`config.mk`:
```
export PLATFORM = sky130hd
export DESIGN_NAME = ntt_stream_bridge
export DESIGN_NICKNAME = d
export VERILOG_FILES = /design/src/rtl/ntt_stream_bridge.sv
export SDC_FILE = /design/constraint.sdc
export NUM_CORES = 1
export LEC_CHECK = 0
export CAP_MARGIN = 0
export CORE_UTILIZATION = 40
export CTS_BUF_LIST = sky130_fd_sc_hd__clkbuf_4
export DETAILED_ROUTE_END_ITERATION = 10
export DONT_BUFFER_PORTS = 1
export SLEW_MARGIN = 10
export SYNTH_ARGS = -nofsm -noshare
export SYNTH_HDL_FRONTEND = slang
export SYNTH_SLANG_ARGS = --single-unit
```
`constraint.sdc`:
```
create_clock -name clk -period 7.1 [get_ports clk]
set_input_delay 0.71 -clock clk [delete_from_list [all_inputs] [get_ports clk]]
set_output_delay 0.71 -clock clk [all_outputs]
set_load 0.02 [all_outputs]
```
`src/rtl/ntt_stream_bridge.sv`:
```
// ntt_stream_bridge
//   Stream-side front/back end for the 8-point NTT/iNTT datapath.
//   Collects N serial coefficients (valid/ready) into a vector, reducing each
//   to the canonical range [0, Q), and presents the vector with a one-cycle
//   vec_valid pulse. It then waits for the datapath's vec_in_valid pulse,
//   captures vec_in and replays it serially with m_last on the final element.
//   Only one transform is in flight at a time.
//
// Ports
//   clk, r                 clock, synchronous active-high reset
//   s_coeff/s_valid/s_ready serial input stream
//   vec_out/vec_valid      vector to the datapath, single-cycle valid pulse
//   vec_in/vec_in_valid    vector returned by the datapath
//   m_coeff/m_valid/m_ready/m_last  serial output stream
//   err_unexp              sticky flag: vec_in_valid seen outside WAIT
module ntt_stream_bridge #(
  parameter int N = 8,
  parameter int W = 12,
  parameter int Q = 3329
) (
  input  logic         clk,
  input  logic         r,
  input  logic [W-1:0] s_coeff,
  input  logic         s_valid,
  output logic         s_ready,
  output logic [W-1:0] vec_out [N-1:0],
  output logic         vec_valid,
  input  logic [W-1:0] vec_in [N-1:0],
  input  logic         vec_in_valid,
  output logic [W-1:0] m_coeff,
  output logic         m_valid,
  input  logic         m_ready,
  output logic         m_last,
  output logic         err_unexp
);

  localparam int            CW   = (N > 1) ? $clog2(N) : 1;
  localparam logic [CW-1:0] LAST = CW'(N - 1);
  localparam logic [W-1:0]  QW   = W'(Q);

  // Single conditional subtract is enough because 2^W - 1 < 2Q.
  function automatic logic [W-1:0] red(input logic [W-1:0] x);
    return (x >= QW) ? (x - QW) : x;
  endfunction

  typedef enum logic [1:0] {LOAD, ISSUE, WAIT, DRAIN} state_t;

  state_t        state, state_nxt;
  logic [CW-1:0] cnt, dcnt;
  logic [W-1:0]  cap [N-1:0];
  logic          s_fire, m_fire;

  assign s_fire = s_valid & s_ready;
  assign m_fire = m_valid & m_ready;

  always_ff @(posedge clk) begin
    if (r) state <= LOAD;
    else   state <= state_nxt;
  end

  // Outputs are decoded from registered state/counters/capture only, so the
  // output stream is effectively registered and cannot retract while stalled.
  always_comb begin
    state_nxt = state;
    s_ready   = 1'b0;
    vec_valid = 1'b0;
    m_valid   = 1'b0;
    m_last    = 1'b0;
    m_coeff   = '0;
    case (state)
      LOAD: begin
        s_ready = 1'b1;
        if (s_valid && cnt == LAST) state_nxt = ISSUE;
      end
      ISSUE: begin
        vec_valid = 1'b1;
        state_nxt = WAIT;
      end
      WAIT: begin
        if (vec_in_valid) state_nxt = DRAIN;
      end
      DRAIN: begin
        m_valid = 1'b1;
        m_coeff = cap[dcnt];
        m_last  = (dcnt == LAST);
        if (m_ready && dcnt == LAST) state_nxt = LOAD;
      end
      default: state_nxt = LOAD;
    endcase
  end

  always_ff @(posedge clk) begin
    if (r) begin
      cnt       <= '0;
      dcnt      <= '0;
      err_unexp <= 1'b0;
      for (int i = 0; i < N; i++) begin
        vec_out[i] <= '0;
        cap[i]     <= '0;
      end
    end else begin
      // Load: reduce on the way in; untouched elements hold their value.
      if (s_fire) begin
        vec_out[cnt] <= red(s_coeff);
        cnt          <= (cnt == LAST) ? '0 : cnt + 1'b1;
      end
      // Capture only in WAIT; a pulse coincident with ISSUE is an error.
      if (vec_in_valid && state == WAIT) begin
        for (int i = 0; i < N; i++) cap[i] <= vec_in[i];
      end
      if (vec_in_valid && state != WAIT) err_unexp <= 1'b1;
      // Drain
      if (m_fire) dcnt <= (dcnt == LAST) ? '0 : dcnt + 1'b1;
    end
  end

endmodule

```
Yosys cells after proc, flatten, opt, wreduce, memory -nomap -nowiden:

Memories as Yosys holds them, arrays and structs flattened. A register that Yosys moved wholly into a read port is not among the register bits.
Cells that the tools add are included.

* flip-flop bits (word level): 105
* bits in writable memories: 96
* output and inout port bits: 113
* memories: 1

* add/sub/neg operators: 3
* magnitude comparators: 3
* eq/ne operators: 9
* multiplexer cells: 30
* bitwise gates (word level): 10
* reductions and logical operators: 7

Memories
* cap: words 8, bits a word 12, rd ports 1, clocked after memory_dff 1, write ports 8, RTL line 50 `logic [W-1:0] cap [N-1:0];`

Operators by type and width (number)
* $mux W12: 11
* $bwmux W96: 1
* $demux W12 S3: 1
* $ge A12 B12 Y1 const B: 1
* $mux W3: 4
* $sub A12 B12 Y12 const B: 1
* $mux W1: 9
* $ne A2 B2 Y1 const B: 4
* $or A1 B1 Y1: 8
* $pmux W2 S4: 1
* $add A3 B1 Y3 const B: 2
* $eq A3 B3 Y1 const B: 2
* $mux W2: 3
* $logic_and A1 B1 Y1: 5
* $eq A2 B2 Y1 const B: 2
* $lt A3 B4 Y1 const B: 1
* $ge A3 B1 Y1 const B: 1
* $reduce_and A3 Y1: 1
* $and A1 B1 Y1: 2
* $eq A2 B1 Y1 const B: 1
* $logic_not A2 Y1: 1

Depth between registers and ports, before layout:

* word-level depth: 6
* mapped depth: 8
* mapped depth without buffers: 6

Worst setup path after synthesis:

Ideal clock, no wire load.

* path kind: input port to flip-flop
* start: in r
* end: mem cap[0][0] (enable)
* arrival: 3.233 ns
* required time: 6.647 ns
* slack: 3.413 ns
* cell stages on the path: 3
* path through: clkbuf_1 clkbuf_1 a21o_1

RTL lines
* start, declared: RTL line 22 `input logic r,`
* end, declared: RTL line 50

==> impl_metrics.env <==
export IMPL_status="completed"
export IMPL_max_cap_violations=0
export IMPL_final_hold_violation_count=0
export IMPL_regToRegStartpoint="state[0]$_SDFFE_PP0P_"
export IMPL_dieHeight_um=148.4
export IMPL_fin_area_sq_um=9428
export IMPL_fin_ws_ps=3720
export IMPL_fillers=1977
export IMPL_avgRoutedWirePerCell_um=21.18
export IMPL_async_flop_share=0
export IMPL_regArea_sq_um=5046
export IMPL_r2r_setup_slack_ps=4350
export IMPL_netlist_area_sq_um=8578
export IMPL_antenna_found_initial=3
export IMPL_holdBufCountCts=0
export IMPL_tightestPinTransition_ps=1184
export IMPL_power_mw=2.364
export IMPL_dieArea_sq_um=22040
export IMPL_grt_pass1_vias=6047
export IMPL_worstSetupPathType="flop to output pin"
export IMPL_ios=226
export IMPL_synth_top_area_share=0.3361
export IMPL_port_buffers=0
export IMPL_fin_crit_sh=0.4760
export IMPL_critical_path_max_stage_delay_ps=1100
export IMPL_startpoint_type="flop"
export IMPL_syn_avg_cell_area_sq_um=11.82
export IMPL_path_delay_family="flip-flops"
export IMPL_clock_sinks=204
export IMPL_hold_class="primary input to flop"
export IMPL_ys_types=41
export IMPL_peakVddDrop_uv=131.4
export IMPL_syn_inst=726
export IMPL_grt_pass1_wl_mm=33.73
export IMPL_path_buf_inv=0
export IMPL_drc_errors=0
export IMPL_path_cells="mux4_2, mux2i_1, nor2b_1"
export IMPL_synthToLayoutAreaGrowth_pct=9.904
export IMPL_synth_nets=849
export IMPL_ys_seq_area_frac=0.5881
export IMPL_yosys_top_cells_count="dfxtp_1 (108), edfxtp_1 (96), nor2_1 (87), and2_1 (73), clkbuf_1 (45)"
export IMPL_synth_area_leaders="edfxtp_1 (34%), dfxtp_1 (25%), mux4_2 (6.3%), and2_1 (5.3%), a311oi_1 (4.1%)"
export IMPL_multi_input_area_sq_um=3297
export IMPL_finClkSkew_ps=22.86
export IMPL_cts_tree="done"
export IMPL_gp_congestion=0.9333
export IMPL_drt_total_wl_mm=22.15
export IMPL_ctsResizeCount=0
export IMPL_vias_per_cell=5.601
export IMPL_finalSetupViolCount=0
export IMPL_regToRegEndpoint="vec_out[78]$_SDFFE_PP0P_"
export IMPL_fmax_mhz=295.9
export IMPL_fin_crit_ps=3380
export IMPL_reg2regPathDepth=6
export IMPL_cts_made_buffers=55
export IMPL_rsz0062_at_grt="false"
export IMPL_overflow=0
export IMPL_place_inst=955
export IMPL_cts_root_buffer="clkbuf_4"
export IMPL_h_tree_depth=2
export IMPL_dpl_hpwl_mm=15.03
export IMPL_vias=5859
export IMPL_power_density_nw_per_um2=250.7
export IMPL_start_util=0.4081
export IMPL_core_sq_um=21020
export IMPL_drtIter0Drc=268
export IMPL_dp_slack_ps=4202
export IMPL_fp_row_count=53
export IMPL_arrival_ps=2670
export IMPL_clk_insertion_delay_late_ps=630
export IMPL_tns_ps=0
export IMPL_placed_area_sq_um=8800
export IMPL_ys_ff_latch=204
export IMPL_grt_max_degree=133
export IMPL_min_path_cells=1
export IMPL_die_w_um=148.4
export IMPL_maxSlewViolCount=0
export IMPL_post_cts_buffers=0
export IMPL_power_leakage_nw=3.142
export IMPL_yosysWarnings=0
export IMPL_ant_nets=0
export IMPL_instances_no_fill=1046
export IMPL_hold_path_end="vec_out[51]$_SDFFE_PP0P_"
export IMPL_dr_pass1_iters=4
export IMPL_slew_headroom=0.2094
export IMPL_path_clk_slew_ps=60
export IMPL_crit_fanout=24
export IMPL_grt_usage=0.1988
export IMPL_yosysTopAreaCell="edfxtp_1"
export IMPL_synth_edf_count=96
export IMPL_critPathCaptureType="output pin"
export IMPL_worstHoldStart="r"
export IMPL_nets=860
export IMPL_worst_path_max_delay_cell="dfxtp_1"
export IMPL_yosysMostFrequentCell="dfxtp_1"
export IMPL_required_ps=6390
export IMPL_clock_path_buffers=3
export IMPL_synth_ff_type="dfxtp_1"
export IMPL_layout_drive_gt1_share=0.1586
-- layer usage --
metal,part of all wire,vias to the layer above,GRT usage
met5,0.0014,-,0
met2,0.48,274,0.3336
met1,0.38,2802,0.2191
li1,-,2738,-
met4,0.019,4,0.06856
met3,0.12,41,0.09479
-- worst max-delay path by stage --
stage,start,endpoint,slack [ps],cells past startpoint
2_1_floorplan,r,cap[0][0]$_SDFFCE_PN0P_,3410,3
3_3_place_gp,s_coeff[1],vec_out[77]$_SDFFE_PP0P_,4280,6
3_5_place_dp,s_coeff[1],vec_out[77]$_SDFFE_PP0P_,4200,6
4_1_cts,flop,m_coeff[11],3600,3
5_1_grt,flop,m_coeff[11],3500,3
6_report,flop,m_coeff[11],3720,3
-- placed cells by master, fill, tap and decap left out, types with 10 or more instances in the layout --
master and count:
mux4_2 24, o21ai_0 12, inv_1 16, a211oi_1 34
nor2_1 84, dfxtp_1 107, edfxtp_1 96, and2_1 73
ha_1 10, mux2i_1 18, nand2_1 22, clkbuf_4 76
a311oi_1 40, a21oi_1 17, nor2b_1 38
-- cell families after synthesis --
kind of cell,Yosys count,share of synthesized area
adder cells (fa/ha/maj),10,0.01459
AO/OA/AOI/OAI,149,0.1303
flip-flops,204,0.5881
buffers and inverters,69,0.03107
AND/OR/NAND/NOR,251,0.1507
multiplexers,43,0.08533
-- worst register-to-register path: cells and delay by family (launching register included) --
family | cells | cell delay, ps
AOI/OAI and AO/OA | 1 | 280
adders and majority gates | 1 | 430
buffers and inverters | 1 | 100
DFF | 1 | 350
and+or+nand+nor | 3 | 1510
-- final cells by class --
class	instances	share of cell area
Antenna cell	2	0.0005309
Clock buffer	76	0.06052
Clock inverter	13	0.005574
Inverter	16	0.006370
Multi-Input combinational cell	453	0.3497
Sequential cell	204	0.5352
Tap cell	275	0.03650
Timing Repair Buffer	7	0.005574
-- power breakdown --
group	leakage, nW	internal (mW)	switching [mW]
Sequential	1.85	1.27	0.0405
Clock	0.380	0.488	0.463
Combinational	0.912	0.0372	0.0640
-- flip-flops by register name (all words and copies together) (netlist names), named ones only --
| register | flops |
|---|---|
| err_unexp | 1 |
| cnt | 3 |
| state | 2 |
| dcnt | 3 |
| vec_out | 96 |
| cap | 96 |
-- metrics by stage --
| step | utilization | hold slack, ps |
|---|---|---|
| detailed placement | 0.4186 | 483.9 |
| global placement | 0.4186 | 457.0 |
| finish | 0.4485 | 148.6 |
| floorplan | - | 454.1 |
| global route | 0.4484 | 94.83 |
| CTS | 0.4482 | 96.83 |
No activity file was read; power rests on OpenSTA's default activity.
